File: config.mk
export PLATFORM = sky130hd
export DESIGN_NAME = elut_config_writer_flat
export DESIGN_NICKNAME = d
export VERILOG_FILES = /design/src/rtl/zuma_cfg_pkg.sv /design/src/rtl/elut_config_writer_if.sv /design/src/rtl/elut_cfg_decoder.sv /design/src/rtl/elut_config_writer.sv /design/src/flat_wrapper.sv
export SDC_FILE = /design/constraint.sdc
export NUM_CORES = 1
export LEC_CHECK = 0
export BUFFER_PORTS_ARGS = -buffer_cell sky130_fd_sc_hd__buf_2
export CELL_PAD_IN_SITES_DETAIL_PLACEMENT = 0
export CELL_PAD_IN_SITES_GLOBAL_PLACEMENT = 1
export CORE_ASPECT_RATIO = 0.75
export CORE_MARGIN = 1
export CORE_UTILIZATION = 40
export DETAILED_ROUTE_END_ITERATION = 16
export GPL_TIMING_DRIVEN = 0
export HOLD_SLACK_MARGIN = 0.06
export PLACE_DENSITY_LB_ADDON = 0.1
export SETUP_SLACK_MARGIN = 0.1
export SYNTH_ARGS = -nofsm -noshare
export SYNTH_HDL_FRONTEND = slang
export SYNTH_HIERARCHICAL = 1
export SYNTH_SLANG_ARGS = --single-unit
File: constraint.sdc
create_clock -name clk -period 6.9 [get_ports clk]
set_clock_uncertainty 0.2 [all_clocks]
set_input_delay 0.345 -clock clk [delete_from_list [all_inputs] [get_ports clk]]
set_output_delay 0.345 -clock clk [all_outputs]
set_load 0.01 [all_outputs]
File: src/rtl/zuma_cfg_pkg.sv
// zuma_cfg_pkg: shared constants, header layout and FSM states; ZUMA_CFG_CHECKSUM_EN adds the CHK state.
`ifndef ZUMA_LUT_SIZE
`define ZUMA_LUT_SIZE 6
`endif
package zuma_cfg_pkg;
  localparam logic [7:0] CFG_MAGIC = 8'hC5;
  localparam int MAGIC_LSB = 24;
  localparam int IDX_LSB = 0;
  localparam int IDX_W = 16;
`ifdef ZUMA_CFG_CHECKSUM_EN
  localparam int CHK_WORDS = 1;
  typedef enum logic [2:0] {ST_IDLE, ST_MASK, ST_DRAIN, ST_WRITE, ST_CHK} cfg_state_e;
  localparam cfg_state_e ST_AFTER_MASK = ST_CHK;
`else
  localparam int CHK_WORDS = 0;
  typedef enum logic [2:0] {ST_IDLE, ST_MASK, ST_DRAIN, ST_WRITE} cfg_state_e;
  localparam cfg_state_e ST_AFTER_MASK = ST_WRITE;
`endif
endpackage

File: src/rtl/elut_config_writer_if.sv
// elut_config_writer_if: valid/ready config word stream.
interface elut_config_writer_if;
  logic [31:0] cfg_data;
  logic        cfg_valid;
  logic        cfg_ready;
  modport master (output cfg_data, cfg_valid, input cfg_ready);
  modport slave (input cfg_data, cfg_valid, output cfg_ready);
endinterface

File: src/rtl/elut_cfg_decoder.sv
// elut_cfg_decoder: registered LUT index to one-hot write enable.
module elut_cfg_decoder #(
  parameter int NUM_LUTS = 64
) (
  input  logic                clk,
  input  logic                rst_n,
  input  logic                en_i,
  input  logic [15:0]         idx_i,
  output logic [NUM_LUTS-1:0] we_o
);
  logic [NUM_LUTS-1:0] we_d;
  always_comb
    for (int i = 0; i < NUM_LUTS; i++) we_d[i] = en_i && idx_i == 16'(i);
  always_ff @(posedge clk)
    we_o <= rst_n ? we_d : '0;
endmodule

File: src/rtl/elut_config_writer.sv
// elut_config_writer: header + mask word stream to bit-serial LUTRAM writes.
// Define ZUMA_CFG_CHECKSUM_EN to require a trailing XOR checksum word per record.
`ifndef ZUMA_LUT_SIZE
`define ZUMA_LUT_SIZE 6
`endif
module elut_config_writer
  import zuma_cfg_pkg::*;
#(
  parameter int ZUMA_LUT_SIZE = `ZUMA_LUT_SIZE,
  parameter int NUM_LUTS = 64,
  parameter int WORD_W = 32
) (
  input  logic                 clk,
  input  logic                 rst_n,
  elut_config_writer_if.slave  cfg,
  output logic [5:0]           lut_a,
  output logic                 lut_d,
  output logic [NUM_LUTS-1:0]  lut_we,
  output logic                 busy,
  output logic                 done,
  output logic                 err
);
  localparam int MASK_BITS = 1 << ZUMA_LUT_SIZE;
  localparam int NW = MASK_BITS / WORD_W;
  cfg_state_e  state_q, state_d;
  logic [63:0] mask_q, mask_d;
  logic [15:0] idx_q, idx_d;
  logic [1:0]  cnt_q, cnt_d;
  logic [5:0]  addr_q, addr_d;
  logic        err_q, err_d, done_q, dat_q, acc, wr_d;
  logic [7:0]  hdr_magic;
  logic [15:0] hdr_idx;
`ifdef ZUMA_CFG_CHECKSUM_EN
  logic [31:0] xsum_q, xsum_d;
`endif
  assign cfg.cfg_ready = rst_n && state_q != ST_WRITE;
  assign acc = cfg.cfg_valid && cfg.cfg_ready;
  assign hdr_magic = cfg.cfg_data[MAGIC_LSB +: 8];
  assign hdr_idx = cfg.cfg_data[IDX_LSB +: IDX_W];
  always_comb begin
    state_d = state_q;
    mask_d = mask_q;
    idx_d = idx_q;
    cnt_d = cnt_q;
    err_d = err_q;
`ifdef ZUMA_CFG_CHECKSUM_EN
    xsum_d = xsum_q;
`endif
    case (state_q)
      ST_IDLE: if (acc) begin
        cnt_d = '0;
        if (hdr_magic != CFG_MAGIC) err_d = 1'b1;
        else if (32'(hdr_idx) < 32'(NUM_LUTS)) begin
          idx_d = hdr_idx;
          err_d = 1'b0;
          state_d = ST_MASK;
`ifdef ZUMA_CFG_CHECKSUM_EN
          xsum_d = cfg.cfg_data;
`endif
        end else begin
          err_d = 1'b1;
          state_d = ST_DRAIN;
        end
      end
      ST_MASK: if (acc) begin
        if (cnt_q[0]) mask_d[63:32] = cfg.cfg_data;
        else mask_d[31:0] = cfg.cfg_data;
        cnt_d = cnt_q + 2'd1;
`ifdef ZUMA_CFG_CHECKSUM_EN
        xsum_d = xsum_q ^ cfg.cfg_data;
`endif
        if (cnt_q == 2'(NW - 1)) state_d = ST_AFTER_MASK;
      end
      ST_DRAIN: if (acc) begin
        cnt_d = cnt_q + 2'd1;
        if (cnt_q == 2'(NW + CHK_WORDS - 1)) state_d = ST_IDLE;
      end
`ifdef ZUMA_CFG_CHECKSUM_EN
      ST_CHK: if (acc) begin
        state_d = cfg.cfg_data == xsum_q ? ST_WRITE : ST_IDLE;
        err_d = cfg.cfg_data != xsum_q;
      end
`endif
      ST_WRITE: if (addr_q == 6'(MASK_BITS - 1)) state_d = ST_IDLE;
      default: state_d = ST_IDLE;
    endcase
  end
  // Address/data are registered from next-state so they align with the decoder's registered enable.
  assign wr_d = state_d == ST_WRITE;
  assign addr_d = state_q == ST_WRITE ? addr_q + 6'd1 : '0;
  always_ff @(posedge clk) begin
    if (!rst_n) begin
      state_q <= ST_IDLE;
      mask_q <= '0;
      idx_q <= '0;
      cnt_q <= '0;
      addr_q <= '0;
      dat_q <= 1'b0;
      err_q <= 1'b0;
      done_q <= 1'b0;
`ifdef ZUMA_CFG_CHECKSUM_EN
      xsum_q <= '0;
`endif
    end else begin
      state_q <= state_d;
      mask_q <= mask_d;
      idx_q <= idx_d;
      cnt_q <= cnt_d;
      addr_q <= wr_d ? addr_d : '0;
      dat_q <= wr_d && mask_d[addr_d];
      err_q <= err_d;
      done_q <= state_q == ST_WRITE && state_d == ST_IDLE;
`ifdef ZUMA_CFG_CHECKSUM_EN
      xsum_q <= xsum_d;
`endif
    end
  end
  elut_cfg_decoder #(.NUM_LUTS(NUM_LUTS)) u_dec (
    .clk   (clk),
    .rst_n (rst_n),
    .en_i  (wr_d),
    .idx_i (idx_q),
    .we_o  (lut_we)
  );
  assign lut_a = addr_q;
  assign lut_d = dat_q;
  assign busy = state_q != ST_IDLE;
  assign done = done_q;
  assign err = err_q;
endmodule

File: src/flat_wrapper.sv
// flat-port wrapper written by rule: the top's interface ports become plain ports
module elut_config_writer_flat import zuma_cfg_pkg::*;
#(
  parameter int ZUMA_LUT_SIZE = `ZUMA_LUT_SIZE,
  parameter int NUM_LUTS = 64,
  parameter int WORD_W = 32
)
  (clk, rst_n, lut_a, lut_d, lut_we, busy, done, err, cfg_cfg_data, cfg_cfg_valid, cfg_cfg_ready);
  elut_config_writer_if cfg_i ();
  input  logic clk;
  input  logic rst_n;
  output logic [5:0] lut_a;
  output logic lut_d;
  output logic [NUM_LUTS-1:0] lut_we;
  output logic busy;
  output logic done;
  output logic err;
  input wire logic [$bits(cfg_i.cfg_data)-1:0] cfg_cfg_data;
  input wire logic [$bits(cfg_i.cfg_valid)-1:0] cfg_cfg_valid;
  output wire logic [$bits(cfg_i.cfg_ready)-1:0] cfg_cfg_ready;
  assign cfg_i.cfg_data = cfg_cfg_data;
  assign cfg_i.cfg_valid = cfg_cfg_valid;
  assign cfg_cfg_ready = cfg_i.cfg_ready;
  elut_config_writer #(.ZUMA_LUT_SIZE(ZUMA_LUT_SIZE), .NUM_LUTS(NUM_LUTS), .WORD_W(WORD_W)) u_core (.clk(clk), .rst_n(rst_n), .cfg(cfg_i), .lut_a(lut_a), .lut_d(lut_d), .lut_we(lut_we), .busy(busy), .done(done), .err(err));
endmodule
==> results.py, run 1 <==
metrics = {
    "timing": {
        "setup-tns-final_ps": 0,
        "fmax_ghz": 0.323,
        "worstMarginPinSlew_ps": 732,
        "hold_viol_final": 0,
        "fin_ws_ps": 3800,
        "rsz0062_at_grt": "no",
        "finalSetupViolations": 0,
        "fin_crit_ps": 3100,
        "fin_crit_sh_pct": 44.9,
        "slew_headroom_pct": 51.2,
        "whs_ps": 238,
        "slew_violations": 0,
    },
    "placement": {
        "routabilityCongestion": 0.841,
        "dpl.cell_count": 986,
        "numPortBuffers": 109,
        "postPlaceCellArea_um2": 6980,
        "dp_hpwl_mm": 13.0,
        "place_ws_ps": 3880,
    },
    "grt": {
        "antenna_found_initial": 0,
        "grtUsageTotal_pct": 23.1,
        "grt_pass1_vias": 4972,
        "grt_pass1_wl_mm": 27.6,
        "grt_overflow": 0,
        "grt_max_degree": 17,
    },
    "critical_path": {
        "rr_endpoint": "u_core/lut_d$_SDFF_PN0_",
        "worstSetupPathType": "reg2reg",
        "slowest_delay_ps": 550,
        "rr_startpoint": "u_core/lut_a[1]$_SDFF_PN0_",
        "worstSetupEndpointType": "flip-flop",
        "path_cells": "ha_1, clkbuf_1, nand4b_1, nor3b_1, o41ai_2, nor3_1, a211o_1, a311oi_2",
        "ff2ff_path_depth": 8,
        "crit_arrival_ps": 3190,
        "required_ps": 6990,
        "cpMaxStageDelayCell": "nand4b_1",
        "cp_max_fo": 10,
        "r2r_slack_ps": 3800,
        "startpoint_type": "flip-flop",
    },
    "layout": {
        "final_util_pct": 53.6,
        "fin_nets": 874,
        "stdcell_count": 1050,
        "fin_area_um2": 7930,
        "syn2layout_area_growth_pct": 28.1,
        "final_layout_size_suffix_gt1_share_pct": 21.3,
        "diodes": 0,
    },
    "synth": {
        "synth-seq-cells": 158,
        "ys_types": 66,
        "synth-seq-area-share_pct": 51.1,
        "syn_area_um2": 6190,
        "syn-instance-count": 677,
        "synth_top_area_cell": "dfxtp_1",
        "syn_nets": 714,
        "synth-edff-count": 0,
        "synth_top_area_share_pct": 51.1,
        "synthArstFlopShare_pct": 0,
        "yosysWarnings": 6,
        "avgSynthCellArea_um2": 9.14,
        "synth_top_flop_cell": "dfxtp_1",
        "ys_top_cells_by_area": "dfxtp_1 51%, nand2_1 8.2%, a21boi_0 6.7%",
    },
    "power": {
        "clockPowerShare_pct": 50.6,
        "p_switching_mw": 0.429,
        "comb_power_share_pct": 2.7,
        "pwr_density_cell_nw_per_um2": 246,
        "power.total_mw": 1.95,
        "intPower_mw": 1.52,
        "p_sw_share_pct": 22.0,
        "power.share.sequential_pct": 46.8,
        "ir_worst_vdd_mv": 0.169,
        "p_leak_nw": 3.13,
    },
    "min_path": {
        "hold_start": "rst_n",
        "worstHoldPathType": "in2reg",
        "min_to": "u_core/state_q[0]$_SDFF_PN0_",
        "hold_depth": 3,
    },
    "floorplan": {
        "die_area_um2": 16000,
        "ios": 110,
        "die_w_um": 146,
        "coreArea_um2": 14800,
        "start_util_pct": 41.9,
        "die_h_um": 110,
        "rows": 38,
    },
    "job": {
        "cap_violations": 0,
    },
    "clocking": {
        "cts_buffers": 17,
        "cts_tree": "done",
        "clkLatencyLatePin_ps": 420,
        "clkSinkCount": 158,
        "cts_buffer_depth": 2,
        "clockRootBuffer": "clkbuf_16",
        "htree_levels": 4,
        "cts.clk_slew.worst_paths_ps": 70,
    },
    "route": {
        "dr.pass1.iters": 6,
        "drt_iter0_drc": 403,
        "ant_nets": 0,
        "routed_wl_mm": 17.6,
        "wire_per_inst_um": 16.8,
        "dr_total_vias": 5307,
        "vias_per_cell": 5.05,
        "drc": 0,
    },
    "outcome": {
        "run_status": "complete, no violations",
    },
}
power groups by stage:
stage	Sequential [mW]	Combinational, mW	Clock, mW
floorplan	0.934	0.0144	0
global placement	0.934	0.0380	0
detailed placement	0.934	0.0385	0
CTS	0.913	0.0527	1.01
global route	0.913	0.0573	1.05
finish	0.913	0.0525	0.987
kinds of logic after synthesis:
logic type	Yosys count	synth area share (%)
adder cells (fa/ha/maj)	2	0.404
buffers and inverters	45	4.00
other	1	0.0606
AO/OA/AOI/OAI	119	14.0
XOR/XNOR	4	0.566
multiplexers	29	4.77
AND/OR/NAND/NOR	319	25.1
flip-flops	158	51.1
layout make-up:
type / count / area (µm²)
Buffer: 40 / 229
Clock buffer: 17 / 425
Clock inverter: 15 / 199
Fill cell: 1374 / 6860
Inverter: 5 / 18.8
Multi-Input combinational cell: 474 / 2780
Sequential cell: 158 / 3160
Tap cell: 200 / 250
Timing Repair Buffer: 141 / 866
how the worst max path moves through the flow:
stage	startpoint	endpoint	slack, ps	depth (start not counted)
after floorplan	u_core/lut_a[1]$_SDFF_PN0_	u_core/lut_d$_SDFF_PN0_	4640	9
after global placement	u_core/lut_a[1]$_SDFF_PN0_	u_core/lut_d$_SDFF_PN0_	3950	8
after detailed placement	u_core/lut_a[1]$_SDFF_PN0_	u_core/lut_d$_SDFF_PN0_	3880	8
after CTS	u_core/lut_a[1]$_SDFF_PN0_	u_core/lut_d$_SDFF_PN0_	3870	8
after global routing	cfg_cfg_data[10]	u_core/u_dec/we_o[19]$_SDFF_PN0_	3640	10
final	u_core/lut_a[1]$_SDFF_PN0_	u_core/lut_d$_SDFF_PN0_	3800	8
registers in the layout, indices dropped and copies added (netlist names):
register	flops
u_core/mask_q	64
u_core/u_dec/we_o	64
u_core/idx_q	16
u_core/lut_a	6
u_core/state_q	3
u_core/cnt_q	2
u_core/done	1
u_core/err	1
u_core/lut_d	1
critical path: cells and delay by family, from the launching register on:
family,cells,cell delay (ps)
buf+inv,1,490
fa+ha+maj,1,310
flops,1,360
simple gates,3,1240
compound gates,3,380
timing repair:
item / CTS / global route
hold endpoints to repair: 67 / 0
resized for setup: 0 / 0
hold buffers: 32 / 0
buffers inserted: 0 / 0
setup endpoints to repair: 0 / 0
cell usage after synthesis, drive strengths merged, types with 3 or more instances:
cell and count:
o211ai 6, nor4bb 3, a21boi 55, dfxtp 158, and4b 3, and3 3, buf 19, nand2b 4
a211oi 3, nor2b 22, nor4 5, nand2 138, a21oi 17, nor2 86, nand3 15, mux2 4
inv 5, o21ai 14, o31ai 3, mux2i 25, a221oi 4, and2 18, or3 3, nor3 5
clkbuf 21, xor2 4
per-layer routing:
layer  wire length [µm]  part of all wire (%)  GRT usage (%)  up-vias
li1                   -                     -              -     2611
met4                147                  0.83           7.67        0
met3               1080                   6.1           3.98       10
met5                  0                     0              0        -
met1               9100                    52           34.1     2524
met2               7290                    41           33.8      162
layout by cell type (no fill, tap or decap), types with 3 or more instances in the layout:
cell and n:
xor2_1 4, bufinv_16 3, buf_6 6, nor3_1 5, a221oi_1 3, a211oi_1 3, dlygate4sd3_1 32, mux2i_1 25
nand2b_1 4, o21ai_0 14, nor4bb_1 3, a21oi_1 17, a21boi_0 55, clkbuf_1 21, and2_1 17, nand2_1 136
clkinv_4 3, inv_6 5, o211ai_1 6, nand3_1 11, or3_1 3, nand3_2 4, and4b_1 3, nor2_1 83
o31ai_1 3, inv_8 3, clkbuf_16 17, and3_1 3, nor2b_1 22, nor4_1 3, buf_2 117, inv_1 5
dfxtp_1 158
Note: power is estimated with default switching activity, not from simulation.
==> run 2, diff against run 1 <==
--- a/config.mk
+++ b/config.mk
@@ -10,7 +10,7 @@
 export CELL_PAD_IN_SITES_GLOBAL_PLACEMENT = 1
 export CORE_ASPECT_RATIO = 0.75
 export CORE_MARGIN = 1
-export CORE_UTILIZATION = 40
+export CORE_UTILIZATION = 38
 export DETAILED_ROUTE_END_ITERATION = 16
 export GPL_TIMING_DRIVEN = 0
 export HOLD_SLACK_MARGIN = 0.06
==> constraint.sdc (replaced) <==
create_clock -name clk -period 2.58 [get_ports clk]
set_clock_uncertainty 0.2 [all_clocks]
set_input_delay 0.129 -clock clk [delete_from_list [all_inputs] [get_ports clk]]
set_output_delay 0.129 -clock clk [all_outputs]
set_load 0.01 [all_outputs]
==> run 2 against run 1 <==
Compared with the run above:
- cell area increased by 3.0%
- setup slack lost 3700 ps
- non-clock buffer count grew 11
- utilization decreased by 1.1 points
- power increased to 2.7 times the previous value
- count of clock-buffer cells in the layout did not move
- combinational power grew to 2.8 times the previous value
- critical path type unchanged
==> results.py, run 2 (synthesized netlist as in run 1, its figures left out) <==
metrics = {
    "outcome": {
        "run_status": "complete, no violations",
    },
    "layout": {
        "final_cell_mix": "152 x dfxtp_1, 136 x nand2_1, 117 x buf_2",
        "syn2layout_area_growth_pct": 32.0,
        "layout_commonest_cell": "dfxtp_1",
        "reg.largest.list": "u_core/mask_q (64), u_core/u_dec/we_o (64), u_core/idx_q (16)",
        "final_util_pct": 52.5,
        "fin_nets": 885,
        "fill_cells": 1443,
        "final_layout_size_suffix_gt1_share_pct": 25.2,
        "diodes": 0,
    },
    "critical_path": {
        "ff2ff_path_depth": 9,
        "cp_num_buf_inv": 3,
        "cpMostUsedCell": "buf_6",
        "rr_startpoint": "u_core/lut_a[0]$_SDFF_PN0_",
        "path_depth": 9,
        "crit_arrival_ps": 2550,
        "worstSetupEndpointType": "flip-flop",
        "crit_family": "compound AO/OA/AOI/OAI gates",
        "crit_start": "u_core/lut_a[0]$_SDFF_PN0_",
        "required_ps": 2680,
        "slowest_delay_ps": 380,
        "cpMaxStageDelayCell": "and4bb_4",
        "r2r_slack_ps": 120,
        "startpoint_type": "flip-flop",
        "cp-endpoint": "u_core/lut_d$_SDFF_PN0_",
        "path_cells": "buf_6, and4bb_4, buf_12, buf_6, mux2i_1, a21oi_1, o31ai_1, o221a_2, a311oi_2",
        "cp_max_fo": 10,
        "worstSetupPathType": "reg2reg",
        "rr_endpoint": "u_core/lut_d$_SDFF_PN0_",
    },
    "timing": {
        "finalSetupViolations": 0,
        "worstMarginPinSlew_ps": 632,
        "fmax_ghz": 0.407,
        "fin_crit_sh_pct": 95.2,
        "setup-tns-final_ps": 0,
        "slew_violations": 0,
        "fin_crit_ps": 2460,
        "slew_headroom_pct": 57.9,
        "hold_viol_final": 0,
        "rsz0062_at_grt": "yes",
    },
    "clocking": {
        "cts_tree": "done",
        "clkSinkCount": 158,
        "clockRootBuffer": "clkbuf_16",
        "cts_buffers": 17,
        "clkLatencyLatePin_ps": 420,
        "htree_levels": 4,
        "cts_buffer_depth": 2,
        "cts.clk_slew.worst_paths_ps": 70,
    },
    "route": {
        "vias_per_cell": 5.10,
        "drt_iter0_drc": 426,
        "dr.pass1.iters": 5,
        "routed_wl_mm": 18.6,
        "drc": 0,
        "ant_nets": 0,
        "wire_per_inst_um": 17.5,
        "dr_total_vias": 5434,
    },
    "placement": {
        "routabilityCongestion": 0.869,
        "dp_hpwl_mm": 13.3,
        "numPortBuffers": 109,
    },
    "floorplan": {
        "rows": 39,
        "coreArea_um2": 15600,
        "start_util_pct": 39.8,
        "ios": 110,
        "die_w_um": 149,
        "die_area_um2": 16800,
        "die_h_um": 113,
    },
    "job": {
        "cap_violations": 0,
    },
    "power": {
        "power.total_mw": 5.24,
        "ir_worst_vdd_mv": 0.426,
        "pwr_density_cell_nw_per_um2": 641,
        "p_leak_nw": 3.22,
    },
    "grt": {
        "antenna_found_initial": 0,
        "grt_pass1_wl_mm": 28.5,
        "grt_overflow": 0,
        "grt_max_degree": 17,
        "grtUsageTotal_pct": 22.8,
        "grt_pass1_vias": 5130,
    },
    "min_path": {
        "worstHoldPathType": "in2reg",
    },
}
run 2: report_power, final:
part | switching (mW) | total [mW] | internal (mW)
Clock | 1.09 | 2.65 | 1.56
Sequential | 0.00227 | 2.44 | 2.44
Combinational | 0.0698 | 0.149 | 0.0796
Total | 1.16 | 5.24 | 4.08
run 2: worst min-delay path by stage:
stage	start	endpoint	depth (start not counted)
floorplan	cfg_cfg_data[11]	u_core/mask_q[11]$_SDFF_PN0_	2
finish	rst_n	u_core/u_dec/we_o[27]$_SDFF_PN0_	4
global placement	cfg_cfg_data[23]	u_core/mask_q[55]$_SDFF_PN0_	3
detailed placement	cfg_cfg_data[23]	u_core/mask_q[55]$_SDFF_PN0_	3
CTS	rst_n	u_core/u_dec/we_o[54]$_SDFF_PN0_	4
global route	rst_n	u_core/u_dec/we_o[54]$_SDFF_PN0_	4
run 2: area by class of cell:
type                    count  area [µm²]  area share, %
plain buffers              40         246           3.02
clock buffers              17         425           5.21
clock inverters            15         200           2.45
inverters                   5        22.5          0.276
multi-input cells         474        2890           35.4
flip-flops and latches    158        3170           38.8
well taps                 205         256           3.14
repair buffers            152         953           11.7
run 2: worst min-delay path, cell delays in order:
cell and delay [ps]:
buf_2 120, and4b_2 250, nand3_2 110, nor2_1 50
run 2: through the flow:
stage	cell area, µm²	std cells	hold slack [ps]	setup slack, ps
after floorplan	6190	677	73.9	317
after global placement	6990	991	194	-411
after detailed placement	6990	991	209	-409
after CTS	8080	1064	75.1	87.0
after global routing	8170	1066	108	43.9
final	8170	1066	87.7	124
run 2: timing repair:
action	4_1_cts	5_1_grt
pin swaps	3	2
cloned	0	0
hold buffers	34	0
setup endpoints to repair	65	77
gates resized for setup	19	22
endpoints found under the hold margin	72	0
setup buffers	7	2
run 2: routing by layer:
metal	track usage, %	vias to the layer above	routed length, µm
li1	-	2634	-
met5	0	-	0
met3	6.14	20	1280
met4	6.73	0	233
met1	33.9	2605	9420
met2	31.5	175	7680
